## src/rtl/pipe_ctrl_pkg.sv

```systemverilog
// Shared encodings for the pipeline sequencer: FSM states and forwarding-source codes.
package pipe_ctrl_pkg;

  typedef enum logic [1:0] {
    ST_RUN      = 2'd0,
    ST_MEM_WAIT = 2'd1,
    ST_HALT     = 2'd2
  } state_e;

  localparam logic [1:0] FWD_RF  = 2'b00;
  localparam logic [1:0] FWD_WB  = 2'b01;
  localparam logic [1:0] FWD_MEM = 2'b10;

endpackage

```

## src/rtl/pipe_fwd_unit.sv

```systemverilog
// EX-stage operand forwarding comparator: picks EX/MEM, MEM/WB or regfile per source.
module pipe_fwd_unit
  import pipe_ctrl_pkg::*;
(
  input  logic [4:0] ex_rs,
  input  logic [4:0] ex_rt,
  input  logic [4:0] mem_rw,
  input  logic       mem_regwrite,
  input  logic [4:0] wb_rw,
  input  logic       wb_regwrite,
  output logic [1:0] fwd_a_sel,
  output logic [1:0] fwd_b_sel
);

  // The younger MEM result shadows WB; $0 is hardwired and never forwarded.
  function automatic logic [1:0] fwd_sel(input logic [4:0] src,
                                         input logic [4:0] m_rw, input logic m_we,
                                         input logic [4:0] w_rw, input logic w_we);
    if (m_we && (m_rw != 5'd0) && (m_rw == src))
      return FWD_MEM;
    else if (w_we && (w_rw != 5'd0) && (w_rw == src))
      return FWD_WB;
    else
      return FWD_RF;
  endfunction

  assign fwd_a_sel = fwd_sel(ex_rs, mem_rw, mem_regwrite, wb_rw, wb_regwrite);
  assign fwd_b_sel = fwd_sel(ex_rt, mem_rw, mem_regwrite, wb_rw, wb_regwrite);

endmodule

```

## src/rtl/pipe_hazard_ctrl.sv

```systemverilog
// Five-stage pipeline sequencer: hazard priority, RAM-wait/halt FSM, forwarding select
// and performance counters.
module pipe_hazard_ctrl
  import pipe_ctrl_pkg::*;
#(
  parameter int CNT_W       = 32,
  parameter int MEM_TIMEOUT = 16
) (
  input  logic             clk,
  input  logic             rst,
  input  logic [4:0]       id_rs,
  input  logic [4:0]       id_rt,
  input  logic             id_use_rs,
  input  logic             id_use_rt,
  input  logic [4:0]       ex_rs,
  input  logic [4:0]       ex_rt,
  input  logic [4:0]       ex_rw,
  input  logic             ex_regwrite,
  input  logic             ex_memtoreg,
  input  logic             ex_branch_taken,
  input  logic [4:0]       mem_rw,
  input  logic             mem_regwrite,
  input  logic             mem_req,
  input  logic             mem_ready,
  input  logic [4:0]       wb_rw,
  input  logic             wb_regwrite,
  input  logic             wb_halt,
  input  logic             resume,
  output logic             pc_en,
  output logic             ifid_en,
  output logic             ifid_flush,
  output logic             idex_flush,
  output logic             exmem_en,
  output logic             memwb_en,
  output logic [1:0]       fwd_a_sel,
  output logic [1:0]       fwd_b_sel,
  output logic             halted,
  output logic             mem_err,
  output logic [CNT_W-1:0] cycle_cnt,
  output logic [CNT_W-1:0] stall_cnt,
  output logic [CNT_W-1:0] flush_cnt
);

  localparam int WAIT_W = (MEM_TIMEOUT > 2) ? $clog2(MEM_TIMEOUT) : 1;
  localparam logic [WAIT_W-1:0] WAIT_LAST = WAIT_W'(MEM_TIMEOUT - 1);

  state_e            state;
  logic [WAIT_W-1:0] wait_cnt;
  logic              mem_stall, load_use;
  logic              halt_c, stall_c, redir_c, lu_c;
  logic [1:0]        fwd_a_raw, fwd_b_raw;

  assign mem_stall = mem_req & ~mem_ready;
  assign load_use  = ex_memtoreg & ex_regwrite & (ex_rw != 5'd0) &
                     ((id_use_rs & (id_rs == ex_rw)) | (id_use_rt & (id_rt == ex_rw)));

  always_comb begin
    pc_en      = 1'b0;
    ifid_en    = 1'b0;
    ifid_flush = 1'b0;
    idex_flush = 1'b0;
    exmem_en   = 1'b0;
    memwb_en   = 1'b0;
    halt_c     = 1'b0;
    stall_c    = 1'b0;
    redir_c    = 1'b0;
    lu_c       = 1'b0;
    if (rst) begin
      if ((state == ST_HALT) || ((state == ST_RUN) && wb_halt)) begin
        halt_c = 1'b1;
        // Resume lets the halting syscall retire in the same cycle it leaves HALT.
        if ((state == ST_HALT) && resume) begin
          pc_en    = 1'b1;
          ifid_en  = 1'b1;
          exmem_en = 1'b1;
          memwb_en = 1'b1;
        end
      end else if (mem_stall) begin
        stall_c = 1'b1;
      end else if (ex_branch_taken) begin
        redir_c    = 1'b1;
        pc_en      = 1'b1;
        ifid_en    = 1'b1;
        exmem_en   = 1'b1;
        memwb_en   = 1'b1;
        ifid_flush = 1'b1;
        idex_flush = 1'b1;
      end else if (load_use) begin
        lu_c       = 1'b1;
        idex_flush = 1'b1;
        exmem_en   = 1'b1;
        memwb_en   = 1'b1;
      end else begin
        pc_en    = 1'b1;
        ifid_en  = 1'b1;
        exmem_en = 1'b1;
        memwb_en = 1'b1;
      end
    end
  end

  pipe_fwd_unit u_fwd (
    .ex_rs       (ex_rs),
    .ex_rt       (ex_rt),
    .mem_rw      (mem_rw),
    .mem_regwrite(mem_regwrite),
    .wb_rw       (wb_rw),
    .wb_regwrite (wb_regwrite),
    .fwd_a_sel   (fwd_a_raw),
    .fwd_b_sel   (fwd_b_raw)
  );

  assign fwd_a_sel = rst ? fwd_a_raw : FWD_RF;
  assign fwd_b_sel = rst ? fwd_b_raw : FWD_RF;

  always_ff @(posedge clk or negedge rst) begin
    if (!rst) begin
      state    <= ST_RUN;
      wait_cnt <= '0;
      halted   <= 1'b0;
      mem_err  <= 1'b0;
    end else begin
      case (state)
        ST_RUN: begin
          if (wb_halt) begin
            state  <= ST_HALT;
            halted <= 1'b1;
          end else if (mem_stall) begin
            state <= ST_MEM_WAIT;
          end
        end
        ST_MEM_WAIT: begin
          if (mem_ready) begin
            state    <= ST_RUN;
            wait_cnt <= '0;
          end else if (wait_cnt == WAIT_LAST) begin
            state    <= ST_HALT;
            halted   <= 1'b1;
            mem_err  <= 1'b1;
            wait_cnt <= '0;
          end else begin
            wait_cnt <= wait_cnt + WAIT_W'(1);
          end
        end
        ST_HALT: begin
          if (resume) begin
            state    <= ST_RUN;
            halted   <= 1'b0;
            mem_err  <= 1'b0;
            wait_cnt <= '0;
          end
        end
        default: begin
          state  <= ST_RUN;
          halted <= 1'b0;
        end
      endcase
    end
  end

  always_ff @(posedge clk or negedge rst) begin
    if (!rst) begin
      cycle_cnt <= '0;
      stall_cnt <= '0;
      flush_cnt <= '0;
    end else begin
      if (state != ST_HALT)  cycle_cnt <= cycle_cnt + CNT_W'(1);
      if (stall_c || lu_c)   stall_cnt <= stall_cnt + CNT_W'(1);
      if (redir_c)           flush_cnt <= flush_cnt + CNT_W'(1);
    end
  end

endmodule

```

## config.mk

```make
export PLATFORM = sky130hd
export DESIGN_NAME = pipe_hazard_ctrl
export DESIGN_NICKNAME = d
export VERILOG_FILES = /design/src/rtl/pipe_ctrl_pkg.sv /design/src/rtl/pipe_fwd_unit.sv /design/src/rtl/pipe_hazard_ctrl.sv
export SDC_FILE = /design/constraint.sdc
export NUM_CORES = 1
export LEC_CHECK = 0
export ABC_AREA = 1
export BUFFER_PORTS_ARGS = -buffer_cell sky130_fd_sc_hd__buf_2
export CORE_MARGIN = 2
export CORE_UTILIZATION = 45
export DETAILED_ROUTE_END_ITERATION = 10
export PLACE_DENSITY = 0.79
export SETUP_SLACK_MARGIN = 0.02
export SLEW_MARGIN = 0
export SYNTH_ARGS = -nofsm -noshare
export SYNTH_HDL_FRONTEND = slang
export SYNTH_HIERARCHICAL = 1
export SYNTH_SLANG_ARGS = --single-unit
```

## constraint.sdc

```tcl
create_clock -name clk -period 3.2 [get_ports clk]
set_input_delay 0.16 -clock clk [delete_from_list [all_inputs] [get_ports clk]]
set_output_delay 0.16 -clock clk [all_outputs]
set_load 0.005 [all_outputs]
```

==> metrics, run 1 <==
status=finished, final reports clean; endpoints failing hold=0; Die W=127 um; Pwr Total=0.00356 W; CTS tree=built; number of DRC markers in iteration 0=491; setup violators final=0; IO buf count=155; fraction of layout cells with a size suffix above 1=between 15 and 20%; Worst EP arrival=2.45 ns; Slew Limit Headroom=45.1%; Mapped Area=between 6000 and 7000 um^2; CTS Root Cell=clkbuf_16; Site Rows=44; Final Routed Wirelength=17.6 mm; # DRC=0; Antenna Diode Count=0; gr usage total=22.5%; Seq cells post-synth=104; Post-Syn Instances=roughly 1000; worst clock skew=0.00498 ns; final antenna-violating net count=0; Boundary Pins=around 160; PwrDens=442 nW/um^2; Starting Density=46.5%; min cycle time layout=2.61 ns; unrepaired setup endpoints after global routing=false; Chip Height=127 um; delay-heaviest family, CP=buffers and inverters; largest net degree at the start of global routing=67; Max stage delay on crit path=0.43 ns; Pleak=4.30 nW; Worst setup EP type=primary output; setup bufs post-CTS=0; vias per inst=slightly above 5; first-pass GRT wire length=a little under 30 mm; post-synthesis sequential area ratio=38.2%; Sum Neg Setup Slack=0 ns; gr ovfl total=0; fmax=0.382 GHz; P&R area growth vs syn=18.5%; cells along the critical path=inv_1, nor2_4, inv_4, nand2_2, nor2_8, nand3_4, inv_2, buf_2; crit share post-route=81.7%; initial antenna violation count=0; top cells by area, synth=dfrtp_1 (38%), nand2_1 (21%), xor2_1 (6.8%); Tightest Pin Transition=between 0.8 and 0.9 ns; CTS H-tree lvls=3; core area=14600 um^2; Slew Limit Fails=0; CTS sink count=roughly 100; hold crit path type=in2reg; DRT Pass-1 Iters=5; syn nets=1048; count of nets after finishing=approximately 1.2k; CP max FO=24; Worst Path Buf+Inv=4; Worst-Skew Late Latency=between 0.3 and 0.4 ns; total vias in the final route=6750; TritonCTS buffer count=9; die area=16100 um^2; vias in the first global route=6382; clk buf depth=2; Synth area leader=dfrtp_1; Reg clk slew, reported paths=~0.070 ns; max_cap viols=0; Mapped Avg Cell Area=6.83 um^2; Yosys cell types=33; Critical Path RT=3.04 ns; yosys warns=6; CP max-delay cell=inv_2; WL/cell=13.1 um; RD Place Congestion=0.910; area share of the largest cell type after synthesis=about two fifths; Critical Path Start Type=register; DP HPWL=13.6 mm; CP Class=reg2out; VDD IR-drop max=0.276 mV
==> routing by layer <==
metal / up-vias / global-route usage, % / share of wire [%]
met1: 3113 / 28.5 / 44
li1: 3395 / - / -
met3: 29 / 3.60 / 5.5
met4: 0 / 8.08 / 2.2
met5: - / 0 / 0
met2: 213 / 39.2 / 48
==> sequential cells by signal (all words and copies together) (netlist names) <==
signal,flops
flush_cnt,32
mem_err,1
stall_cnt,32
state,2
halted,1
wait_cnt,4
cycle_cnt,32
==> final timing paths <==
check                           slack [ns]                   endpoint               startpoint  cells after the start
worst max-delay path                  0.59                 ifid_flush     state[1]$_DFFE_PN0P_                      8
worst min-delay path                  0.01        mem_err$_DFFE_PN0P_                   resume                      2
worst max register to register        0.84   flush_cnt[5]$_DFFE_PN0P_     state[1]$_DFFE_PN0P_                     10
worst min register to register        0.50    wait_cnt[0]$_DFFE_PN0P_  wait_cnt[0]$_DFFE_PN0P_                      1
max in group asynchronous             1.49  stall_cnt[30]$_DFFE_PN0P_                      rst                      4
min in group asynchronous             0.47         halted$_DFFE_PN0P_                      rst                      3
==> where the power goes <==
group / switching, W / internal (W)
registers: 0.000170 / 0.00145
clock network: 0.000505 / 0.000602
logic: 0.000531 / 0.000308
==> layout by cell type (no fill, tap or decap), types with 2 or more instances in the layout <==
master	count
nand2_1	381
buf_2	154
nor2_1	116
inv_1	113
dfrtp_1	104
nand3_1	60
xor2_1	53
nor3_1	38
xnor2_1	31
nand4_1	21
nand3b_1	14
o21ai_0	10
clkbuf_16	9
nor2_2	8
a21oi_1	6
buf_4	6
ha_1	4
inv_2	3
nand2_2	3
nor3_2	2
nor3b_1	2
nor2_4	2
clkinvlp_4	2
==> area by class of cell <==
cell class,instances,area (um^2)
Clock buffer,10,229
Sequential cell,104,2600
Tap cell,184,230
Timing Repair Buffer,161,826
Inverter,117,442
Fill cell,1431,6580
Clock inverter,5,58.8
Multi-Input combinational cell,759,3670
==> synthesized netlist by cell type, drive strengths merged <==
cell type,number
o22ai,1
o21ai,10
xnor2,31
nor4,1
nor3b,2
clkbuf,3
o31ai,1
a32o,1
a21oi,6
nand2,384
a31oi,1
dfrtp,104
nand3,61
nor3,41
nand4,21
buf,13
xor2,53
nand3b,14
ha,4
inv,117
nor2,127
==> cells by family (layout without fill, tap and decap cells) <==
group / after synthesis / after routing / synth area share (%)
xor gates and xnor gates: 84 / 84 / 10.8
buffers and inverters: 133 / 293 / 7.76
and+or+nand+nor: 651 / 651 / 40.8
adders and majority gates: 4 / 4 / 0.735
AOI/OAI and AO/OA: 20 / 20 / 1.62
DFF: 104 / 104 / 38.2
==> through the flow <==
stage	util, %	cells	worst slack (ns)	hold slack (ns)	instance area (um^2)
after floorplan	-	996	1.64	-0.136	6810
after global placement	53.0	1324	0.917	0.272	7760
after detailed placement	53.0	1324	0.858	0.272	7760
after CTS	55.1	1340	0.580	0.00209	8060
after global routing	55.1	1340	0.398	0.00930	8060
final	55.1	1340	0.585	0.0120	8060
==> timing repair <==
action | in CTS | in global routing
endpoints found under the hold margin | 38 | 0
gates resized for setup | 0 | 0
hold buffers | 1 | 0
Power figures use the tool's default switching activity.
==> run 2: changes to the inputs <==
--- a/config.mk
+++ b/config.mk
@@ -10,7 +10,7 @@
 export CORE_MARGIN = 2
 export CORE_UTILIZATION = 45
 export DETAILED_ROUTE_END_ITERATION = 10
-export PLACE_DENSITY = 0.79
+export PLACE_DENSITY = 0.82
 export SETUP_SLACK_MARGIN = 0.02
 export SLEW_MARGIN = 0
 export SYNTH_ARGS = -nofsm -noshare
==> constraint.sdc (replaced) <==
create_clock -name clk -period 2.4 [get_ports clk]
set_input_delay 0.12 -clock clk [delete_from_list [all_inputs] [get_ports clk]]
set_output_delay 0.12 -clock clk [all_outputs]
set_load 0.005 [all_outputs]
==> metrics, run 2 (synthesis gave the netlist of run 1 again) <==
WL/cell=13.0 um; TritonCTS buffer count=9; Worst EP arrival=2.00 ns; most common cell after layout, fill and taps aside=nand2_1; combinational fraction of design power=24.1%; Top Metal Used=met4; die area=16100 um^2; DRT Pass-1 Iters=5; largest net degree at the start of global routing=59; DP HPWL=13.6 mm; clk buf depth=2; RD Place Congestion=between 0.9 and 1; Die W=127 um; core area=roughly 15000 um^2; setup violators final=0; Chip Height=127 um; number of DRC markers in iteration 0=398; Slew Limit Headroom=51.7%; Int Pwr=around 0.0031 W; CTS Root Cell=clkbuf_16; Inst Count DP=1325; total vias in the final route=6757; Finished Layout Cells=1343; Final Util=55.1%; Final Routed Wirelength=~17 mm; IO buf count=155; Tightest Pin Transition=between 0.7 and 0.8 ns; Antenna Diode Count=0; count of nets after finishing=about 1.2k; dpl ws=about 0.44 ns; hold slack=0.0836 ns; CP Class=reg2out; Worst-Skew Late Latency=roughly 0.36 ns; Switching Power=0.00163 W; Sum Neg Setup Slack=0 ns; Seq. cell area=2600 um^2; Slew Limit Fails=0; gr ovfl total=0; Post-CTS Resized=0; fmax=0.471 GHz; commonest cells after routing, fill and taps aside=nand2_1 (381), buf_2 (154), nor2_1 (116), inv_1 (113), dfrtp_1 (104); CTS sink count=between 100 and 150; endpoints failing hold=0; hold crit path type=in2reg; status=finished, final reports clean; crit share post-route=approximately nine tenths; vias in the first global route=approximately 6.2k; CP max FO=23; Multi-input gate area=between 3000 and 4000 um^2; unrepaired setup endpoints after global routing=false; slack of the critical path=0.277 ns; CTS H-tree lvls=3; Critical Path Start Type=register; WL met2=8.22 mm; DR WL met3=1.06 mm; P&R area growth vs syn=18.6%; switch share=34.8%; metal1 wirelength=7.85 mm; Site Rows=44; Starting Density=46.5%; Pleak=4.32 nW; worst clock skew=~0.011 ns; vias per inst=5.03; Boundary Pins=156; min cycle time layout=between 2 and 2.5 ns; gr usage total=21.8%; max_cap viols=0; Clock power frac=29.9%; Flop pwr share=between 40% and 50%; Worst setup EP type=primary output; CTS tree=built; Critical Path RT=2.28 ns; registers with the most flip-flops=cycle_cnt x32, flush_cnt x32, stall_cnt x32; initial antenna violation count=0; final antenna-violating net count=0; fraction of layout cells with a size suffix above 1=17.2%; fillers=1438; # DRC=0; PwrDens=between 500 and 600 nW/um^2; VDD IR-drop max=around 0.34 mV; Reg clk slew, reported paths=0.07 ns; first-pass GRT wire length=29.0 mm
-- run 2: area by class of cell --
cell class                      instances  area share (%)
Sequential cell                       104            32.2
Inverter                              117            5.47
Clock inverter                          7           0.651
Tap cell                              184            2.85
Multi-Input combinational cell        759            45.5
Clock buffer                            9            2.79
Timing Repair Buffer                  163            10.4
-- run 2: critical path, stage by stage (launching register included) --
cell and delay (ns):
dfrtp_1 0.39, inv_1 0.12, nor2_4 0.11, inv_4 0.13, nand2_2 0.10, nor2_8 0.10, nand3_4 0.16, inv_2 0.35
buf_2 0.19
-- run 2: layer usage --
metal / vias to the layer above / track usage (%)
met5: - / 0
met4: 0 / 6.79
met3: 22 / 4.15
met2: 222 / 36.8
met1: 3110 / 28.6
li1: 3403 / -
-- run 2: what timing repair did --
item / CTS / global route
hold buffers: 2 / 0
endpoints found under the hold margin: 105 / 0
buffers inserted: 0 / 0
-- run 2: path summary, 6_finish.rpt --
check | start | to | slack, ns | cells past startpoint
setup reg to reg | state[0]$_DFFE_PN0P_ | stall_cnt[30]$_DFFE_PN0P_ | 0.43 | 9
hold / removal | wb_halt | state[0]$_DFFE_PN0P_ | 0.08 | 4
setup / recovery | state[1]$_DFFE_PN0P_ | ifid_flush | 0.28 | 8
hold reg to reg | cycle_cnt[30]$_DFFE_PN0N_ | cycle_cnt[30]$_DFFE_PN0N_ | 0.51 | 1
max in group asynchronous | rst | flush_cnt[6]$_DFFE_PN0P_ | 1.41 | 3
min in group asynchronous | rst | wait_cnt[0]$_DFFE_PN0P_ | 0.47 | 3
-- run 2: power by group through the flow --
stage	Sequential (W)	Combinational, W	Clock (W)
finish	0.00216	0.00113	0.00140
global route	0.00219	0.00128	0.00151
CTS	0.00216	0.00114	0.00144
detailed placement	0.00219	0.00112	0
global placement	0.00219	0.00110	0
floorplan	0.00216	0.000712	0
-- run 2: per-stage QoR --
stage | power, W | cell area (um^2)
after floorplan | 0.00287 | 6810
after global placement | 0.00328 | 7770
after detailed placement | 0.00332 | 7770
after CTS | 0.00474 | 8070
after global routing | 0.00498 | 8070
final | 0.00469 | 8070
==> run 3: changes to the inputs <==
--- a/config.mk
+++ b/config.mk
@@ -11,6 +11,7 @@
 export CORE_UTILIZATION = 45
 export DETAILED_ROUTE_END_ITERATION = 10
 export PLACE_DENSITY = 0.82
+export RECOVER_POWER = 25
 export SETUP_SLACK_MARGIN = 0.02
 export SLEW_MARGIN = 0
 export SYNTH_ARGS = -nofsm -noshare
==> metrics, run 3 (synthesis gave the netlist of run 1 again) <==
Tightest Pin Transition=1.21 ns; R2R setup slack=0.43 ns; VDD IR-drop max=around 0.34 mV; number of DRC markers in iteration 0=396; CTS tree=built; RD Place Congestion=0.969; Starting Density=a little under half; r2r endpoint=stall_cnt[30]$_DFFE_PN0P_; core area=14600 um^2; gr ovfl total=0; WL/cell=about 13 um; CP max FO=23; Critical Path Start Type=register; most common cell after layout, fill and taps aside=nand2_1; Sum Neg Setup Slack=0 ns; crit share post-route=88.4%; Hold EP=state[0]$_DFFE_PN0P_; vias in the first global route=6236; Critical Path RT=2.28 ns; die area=16100 um^2; initial antenna violation count=0; min cycle time layout=between 2 and 2.5 ns; Post-DP Area=7770 um^2; Worst-Skew Late Latency=approximately 0.36 ns; max_cap viols=0; # DRC=0; setup violators final=0; fraction of layout cells with a size suffix above 1=15.8%; unrepaired setup endpoints after global routing=false; TritonCTS buffer count=9; Worst setup EP type=primary output; final antenna-violating net count=0; Post-CTS Resized=0; P&R area growth vs syn=18.2%; endpoints failing hold=0; Pleak=about 4.3 nW; Reg clk slew, reported paths=0.07 ns; Slew Limit Fails=0; worst r2r path cells=9; count of nets after finishing=1206; total vias in the final route=a little under 7k; gr usage total=21.8%; fillers=roughly 1.4k; registers with the most flip-flops=cycle_cnt x32, flush_cnt x32, stall_cnt x32; HP Start=wb_halt; clk buf depth=2; largest net degree at the start of global routing=between 50 and 60; Slew Limit Headroom=about a fifth; FF-to-FF Start=state[0]$_DFFE_PN0P_; CP max-delay cell=dfrtp_1; Site Rows=44; worst clock skew=0.0112 ns; Boundary Pins=roughly 160; Antenna Diode Count=0; hold crit path type=in2reg; PwrDens=about 580 nW/um^2; status=finished, final reports clean; Chip Height=127 um; worst hold path cell count=4; commonest cells after routing, fill and taps aside=nand2_1 (381), buf_2 (139), nor2_1 (116), inv_1 (113), dfrtp_1 (104); cells along the critical path=inv_1, nor2_4, inv_4, nand2_2, nor2_8, nand3_4, inv_2, buf_2; CP Class=reg2out; Final Routed Wirelength=17.4 mm; Non-Filler Cell Area, Final=8050 um^2; vias per inst=5.02; Max stage delay on crit path=0.39 ns; hold slack=between 0.08 and 0.09 ns; DRT Pass-1 Iters=5; DP HPWL=13.6 mm; CTS Root Cell=clkbuf_16; IO buf count=155; CTS H-tree lvls=3; fmax=0.471 GHz; Die W=around 130 um; Worst EP arrival=around 2.0 ns; CTS sink count=104; first-pass GRT wire length=29.0 mm
## run 3: cell count changes in the layout (fill, tap and decap cells not counted)
cell / before / now
clkbuf_1: 0 / 16
buf_2: 154 / 139
buf_4: 7 / 5
clkbuf_2: 0 / 1
## run 3: final cells by class
cell class	instances	area, um^2	area share, %
multi-input cells	759	3670	45.7
well taps	184	230	2.86
flip-flops and latches	104	2600	32.3
clock inverters	7	52.6	0.653
inverters	117	442	5.49
repair buffers	163	818	10.2
clock buffers	9	225	2.80
## run 3: report_power, final
group          internal [W]  switching (W)
sequential          0.00193       0.000232
combinational      0.000407       0.000713
clock              0.000715       0.000691
## run 3: stage by stage
step           std cells  worst slack (ns)  power (W)  util, %
6_report            1343             0.279    0.00469     54.9
4_1_cts             1343             0.260    0.00474     55.1
3_3_place_gp        1325             0.504    0.00328     53.1
2_1_floorplan        996             0.837    0.00287        -
3_5_place_dp        1325             0.443    0.00332     53.1
5_1_grt             1343             0.135    0.00497     54.9
## run 3: metal layers
metal,share of wire [%],wire (um),track usage (%),up-vias
li1,-,-,-,3398
met1,45,7900,28.6,3119
met2,47,8190,36.8,198
met3,5.8,1010,4.15,22
met4,1.6,273,6.79,0
met5,0,0,0,-
## run 3: repair_timing
item	CTS	global route
endpoints found under the hold margin	105	0
setup buffers	0	0
hold buffers	2	0
## run 3: critical path: cells and delay by family, from the launching register on
family        cells  cell delay (ns)
buf+inv           4             0.79
flops             1             0.39
simple gates      4             0.46
## run 3: how the worst max path moves through the flow
stage / depth (start not counted) / end / start / slack, ns
final: 8 / ifid_flush / state[1]$_DFFE_PN0P_ / 0.28
after global routing: 8 / ifid_flush / state[1]$_DFFE_PN0P_ / 0.13
after CTS: 8 / ifid_flush / state[1]$_DFFE_PN0P_ / 0.26
after detailed placement: 10 / stall_cnt[30]$_DFFE_PN0P_ / state[1]$_DFFE_PN0P_ / 0.44
after global placement: 9 / stall_cnt[16]$_DFFE_PN0P_ / state[0]$_DFFE_PN0P_ / 0.50
after floorplan: 8 / stall_cnt[16]$_DFFE_PN0P_ / stall_cnt[0]$_DFFE_PN0P_ / 0.84
